[src/rtl/ah_div_result_buffer.sv]
// Result FIFO behind the pipelined signed divider. Issue credits limit buffered plus
// in-flight results to DEPTH, so a source that obeys issue_gnt can never overflow the FIFO.
module ah_div_result_buffer #(
  parameter int DATA_WIDTH = 8,
  parameter int DEPTH      = 16,
  parameter int CNT_W      = $clog2(DEPTH + 1)
) (
  input  logic                  clk,
  input  logic                  rst,
  input  logic                  issue_req,
  output logic                  issue_gnt,
  input  logic                  div_valid,
  input  logic [DATA_WIDTH-1:0] div_quotient,
  input  logic                  div_dbz,
  output logic                  m_valid,
  input  logic                  m_ready,
  output logic [DATA_WIDTH-1:0] m_quotient,
  output logic                  m_dbz,
  output logic [CNT_W-1:0]      fill_count,
  output logic [CNT_W-1:0]      credits,
  output logic                  ovf_err
);

  localparam int               PTR_W   = $clog2(DEPTH);
  localparam logic [CNT_W-1:0] DEPTH_C = CNT_W'(DEPTH);

  logic [DATA_WIDTH:0] mem [DEPTH];
  logic [DATA_WIDTH:0] head;
  logic [PTR_W-1:0]    wr_ptr;
  logic [PTR_W-1:0]    rd_ptr;
  logic [CNT_W-1:0]    fill_q;
  logic [CNT_W-1:0]    credit_q;
  logic                ovf_q;
  logic                full;
  logic                pop;
  logic                push;

  assign full       = (fill_q == DEPTH_C);
  assign m_valid    = (fill_q != '0);
  assign pop        = m_valid & m_ready;
  assign issue_gnt  = issue_req & (credit_q != '0);
  // A pop frees the head slot this cycle, so a push into a full FIFO still lands.
  assign push       = div_valid & (~full | pop);

  assign head       = mem[rd_ptr];
  assign m_quotient = m_valid ? head[DATA_WIDTH-1:0] : '0;
  assign m_dbz      = m_valid & head[DATA_WIDTH];

  assign fill_count = fill_q;
  assign credits    = credit_q;
  assign ovf_err    = ovf_q;

  always_ff @(posedge clk) begin
    if (push) begin
      mem[wr_ptr] <= {div_dbz, div_quotient};
    end
  end

  always_ff @(posedge clk) begin
    if (rst) begin
      wr_ptr   <= '0;
      rd_ptr   <= '0;
      fill_q   <= '0;
      credit_q <= DEPTH_C;
      ovf_q    <= 1'b0;
    end else begin
      if (push) begin
        wr_ptr <= wr_ptr + PTR_W'(1);
      end
      if (pop) begin
        rd_ptr <= rd_ptr + PTR_W'(1);
      end
      fill_q   <= fill_q + CNT_W'(push) - CNT_W'(pop);
      credit_q <= credit_q - CNT_W'(issue_gnt) + CNT_W'(pop);
      if (div_valid & full & ~pop) begin
        ovf_q <= 1'b1;
      end
    end
  end

endmodule

[config.mk]
export PLATFORM = sky130hd
export DESIGN_NAME = ah_div_result_buffer
export DESIGN_NICKNAME = d
export VERILOG_FILES = /design/src/rtl/ah_div_result_buffer.sv
export SDC_FILE = /design/constraint.sdc
export NUM_CORES = 1
export LEC_CHECK = 0
export CORE_MARGIN = 1.5
export CORE_UTILIZATION = 55
export CTS_CLUSTER_SIZE = 14
export DETAILED_ROUTE_END_ITERATION = 10
export PLACE_DENSITY = 0.74
export SETUP_SLACK_MARGIN = 0.5
export SLEW_MARGIN = 40
export SYNTH_ARGS = -nofsm -noshare
export SYNTH_HDL_FRONTEND = slang
export SYNTH_SLANG_ARGS = --single-unit
[constraint.sdc]
create_clock -name clk -period 3.6 [get_ports clk]
set_clock_uncertainty 0.2 [all_clocks]
set_input_delay 0.9 -clock clk [delete_from_list [all_inputs] [get_ports clk]]
set_output_delay 0.9 -clock clk [all_outputs]
set_load 0.1 [all_outputs]
======== Word-level counts from Yosys, hierarchy flattened ========
Memory sizes are Yosys's and may differ from the RTL's. A register that Yosys moved wholly into a read port is not among the register bits.
Index checks and enable logic that the tools add are counted.
word-level totals
  flip-flop bits (word level) ............. 19
  bits in writable memories ............... 144
  output and inout port bits .............. 22
  logic and storage cells ................. 29
  memories kept ........................... 1
cells by class
  add/subtract/negate cells ............... 6
  equal/unequal tests ..................... 1
  muxes and demuxes ....................... 5
  bitwise logic cells ..................... 9
  reductions and logical operators ........ 2
memory list
  memory  words  width  read ports  clocked after Yosys merged registers in  write ports  RTL line  text
  mem     16     9      1           1                                        1            27        logic [DATA_WIDTH:0] mem [DEPTH];
operators with widths
  operator                                                       count
  5-bit by 1-bit adder with 5-bit output                         2
  5-bit nonzero test                                             2
  5-bit by 1-bit subtractor with 5-bit output                    2
  4-bit by 1-bit adder with 4-bit output, second input constant  2
  4-bit 2-to-1 mux                                               2
  8-bit 2-to-1 mux                                               1
  1-bit AND                                                      6
  5-bit equality test, second input constant                     1
  1-bit 2-to-1 mux                                               2
  1-bit NOT                                                      2
  1-bit OR                                                       1

======== Depth between registers and ports, before layout ========
  word-level depth ........................ 6
  gate-level depth with buffers ........... 14

======== Worst setup path before layout ========
OpenSTA, ideal clock, no wires.
  path type ............................... register to output
  start ................................... register fill_q[2] (netlist: fill_count[2])
  end ..................................... output m_dbz
  arrival ................................. 3.714 ns
  required time ........................... 2.500 ns
  slack ................................... -1.214 ns
  cell stages (with the launch flop) ...... 7
  cells stage by stage .................... dfxtp_1 -> inv_1 -> ha_1 -> or4b_2 -> buf_2 -> o21ai_0 -> a21oi_1
between the ends
  word-level cells in the longest chain between the ends .. 2
ends and longest elaborated chain
  item                    RTL line  text
  start, declared         31        logic [CNT_W-1:0] fill_q;
  start signal, assigned  73        fill_q <= fill_q + CNT_W'(push) - CNT_W'(pop);
  5-bit nonzero test      39        assign m_valid = (fill_q != '0);
  via m_valid             15        output logic m_valid,
  1-bit AND               47        assign m_dbz = m_valid & head[DATA_WIDTH];
  end, declared           18        output logic m_dbz,
The timed path passes the listed nets, and every way through them passes these cells.

==> impl_metrics.env <==
export IMPL_outcome="finished, final reports clean"
export IMPL_path_cells="buf_12 -> mux4_2 -> mux2_4 -> o21ai_4 -> a21oi_4 -> buf_12"
export IMPL_cp_common_cell="buf_12"
export IMPL_wire_per_inst_um=21.8
export IMPL_syn2layout_area_growth_pct=25.3
export IMPL_die_y_um=115
export IMPL_seq_area_frac_synth_pct=69.9
export IMPL_place_ws_ns=0.0889
export IMPL_worstSetupEndpointType="output port"
export IMPL_critPathKind="register to output port"
export IMPL_synth_fp_nets=411
export IMPL_maxSlewViolCount=0
export IMPL_drive_gt1_share_pct=38.1
export IMPL_synth_top_area_share_pct=63.2
export IMPL_power_leakage_nw=2.90
export IMPL_dp_hpwl_mm=7.62
export IMPL_fin_crit_sh_pct=93.9
export IMPL_clk_latency_ns=0.42
export IMPL_synthCells=378
export IMPL_cpMaxStageDelayCell="mux4_2"
export IMPL_final_min_clock_period_ns=3.38
export IMPL_start_kind="register"
export IMPL_ant_nets=0
export IMPL_grt_max_degree=28
export IMPL_grt_usage_pct=23.0
export IMPL_synth_async_sr_flop_share_pct=0
export IMPL_cpPeakStageDelay_ns=0.50
export IMPL_core_sq_um=12100
export IMPL_cap_violations=0
export IMPL_nets=479
export IMPL_n_antenna_cell=0
export IMPL_fp_dieArea_sq_um=13100
export IMPL_worst_slack_ns=0.219
export IMPL_clock_sinks=167
export IMPL_ys_ff_latch=167
export IMPL_die_x_um=115
export IMPL_tightest_slew_ns=0.747
export IMPL_grt_pass1_wl_mm=21.0
export IMPL_htree_levels=4
export IMPL_yosysWarnings=0
export IMPL_antenna_found_initial=0
export IMPL_cts_root_buf="clkbuf_16"
export IMPL_drt_initial_drc_count=297
export IMPL_syn_avg_cell_area_sq_um=18.1
export IMPL_globalRoute_totalOverflow=0
export IMPL_rsz0062_at_grt="yes"
export IMPL_hold_class="register to register"
export IMPL_tritoncts="built"
export IMPL_cts_buffer_depth=2
export IMPL_cts_hold_buf=0
export IMPL_grt_pass1_vias=3701
export IMPL_synth_cell_type_count=38
export IMPL_powerDensity_nw_per_um2=852
export IMPL_synth_ff_type="edfxtp_1"
export IMPL_finalWeightedCongestion=0.725
export IMPL_slew_headroom_pct=50.0
export IMPL_tns_ns=0
export IMPL_yosys_top_cells_area="edfxtp_1, mux4_2, dfxtp_1, mux4_1, ha_1"
export IMPL_cts_inserted_buffers=17
export IMPL_yosys_area_top_type="edfxtp_1"
export IMPL_path_max_fanout=5
export IMPL_routed_wl_mm=13.7
export IMPL_required_ns=2.50
export IMPL_synth_edf_count=144
export IMPL_setup_viol=0
export IMPL_io_pins=36
export IMPL_drc=0
export IMPL_rows=40
export IMPL_initial_core_util_pct=56.7
export IMPL_clock_fmax_mhz=296
export IMPL_dr_pass1_iters=4
export IMPL_num_vias=3554
export IMPL_cp_arrival_ns=2.28
export IMPL_syn_cell_area_sq_um=6840
export IMPL_final_cells=627
export IMPL_peakVddDrop_v=0.000892
export IMPL_hold_viol=0
export IMPL_clkTransAtPathRegs_ns=0.06
export IMPL_numPortBuffers=35
export IMPL_viasPerCell=5.67
export IMPL_dp_cells=585
## layout by cell type (no fill, tap or decap), drive strengths merged, types with 5 or more instances in the layout
master	count
nor2	26
xor2	7
mux2i	9
clkbuf	19
clkinv	7
clkdlybuf4s50	13
inv	19
mux2	9
edfxtp	144
buf	50
ha	17
o21ai	10
dfxtp	23
nor3	5
nand2	8
a21oi	16
mux4	36
## layout make-up
type / count / area [sq um]
clock inverters: 14 / 159
fillers: 761 / 3480
inverters: 19 / 71.3
multi-input cells: 176 / 2130
well taps: 168 / 210
clock buffers: 18 / 429
repair buffers: 65 / 766
flip-flops and latches: 167 / 4810
## routing by layer
layer	GRT usage [%]	routed length (um)	part of all wire [%]
met4	8.00	197	1.4
met1	30.5	5770	42
met3	5.61	924	6.7
met2	37.6	6800	50
met5	0	0	0
## timing repair
item	CTS	global route
gates cloned	4	1
resized for setup	41	18
setup endpoints to repair	11	12
buffers inserted	3	2
pin swaps	5	4
## synth_stat cells, drive strengths merged (2+ instances only)
master / instances
o211ai: 2
mux2: 9
edfxtp: 144
nor2b: 4
a21o: 3
mux4: 36
nor2: 26
and3: 2
fa: 2
ha: 17
a21oi: 16
clkbuf: 6
buf: 11
nor3: 5
mux2i: 9
nand2: 8
inv: 19
xnor2: 4
o21ai: 10
nand2b: 4
nand3: 4
xor2: 7
dfxtp: 23
## power breakdown
part | leakage [nW] | internal, W | switching (W)
registers | 1.49 | 0.00224 | 0.000127
logic | 1.13 | 0.00125 | 0.00189
clock network | 0.274 | 0.00108 | 0.000716
## flip-flops by register name (all words and copies together) (netlist names), named ones only
signal      count
fill_count      5
ovf_err         1
wr_ptr          4
rd_ptr          4
mem           144
credits         5
## worst paths after layout
check / start / end / depth (start not counted) / slack (ns)
setup / recovery: register / m_quotient[0] / 6 / 0.22
hold / removal: ovf_err / ovf_err / 2 / 0.29
setup reg to reg: fill_count[3] / credits[4] / 13 / 0.69
hold reg to reg: ovf_err / ovf_err / 2 / 0.29
## through the flow
| step | total power (W) | area, sq um | utilization (%) | hold slack [ns] |
|---|---|---|---|---|
| floorplan | 0.00442 | 7000 | - | 0.263 |
| global placement | 0.00506 | 7660 | 63.5 | 0.253 |
| detailed placement | 0.00510 | 7670 | 63.6 | 0.284 |
| CTS | 0.00719 | 8480 | 70.3 | 0.306 |
| global route | 0.00758 | 8580 | 71.1 | 0.341 |
| finish | 0.00731 | 8580 | 71.1 | 0.289 |
## worst max-delay path: cells and delay by family (launching register included)
family	cells	cell delay, ns
DFF	1	0.45
muxes	2	0.80
AOI/OAI and AO/OA	2	0.24
buffers and inverters	2	0.37
## cells by family (layout without fill, tap and decap cells)
kind of cell	after synthesis	in the layout	synth area share [%]
simple gates	57	58	3.91
xor+xnor	11	11	1.41
mux	54	54	15.2
fa+ha+maj	19	19	3.69
compound gates	34	34	2.83
buf+inv	36	116	3.05
flops	167	167	69.9
No activity file was read; power rests on OpenSTA's default activity.
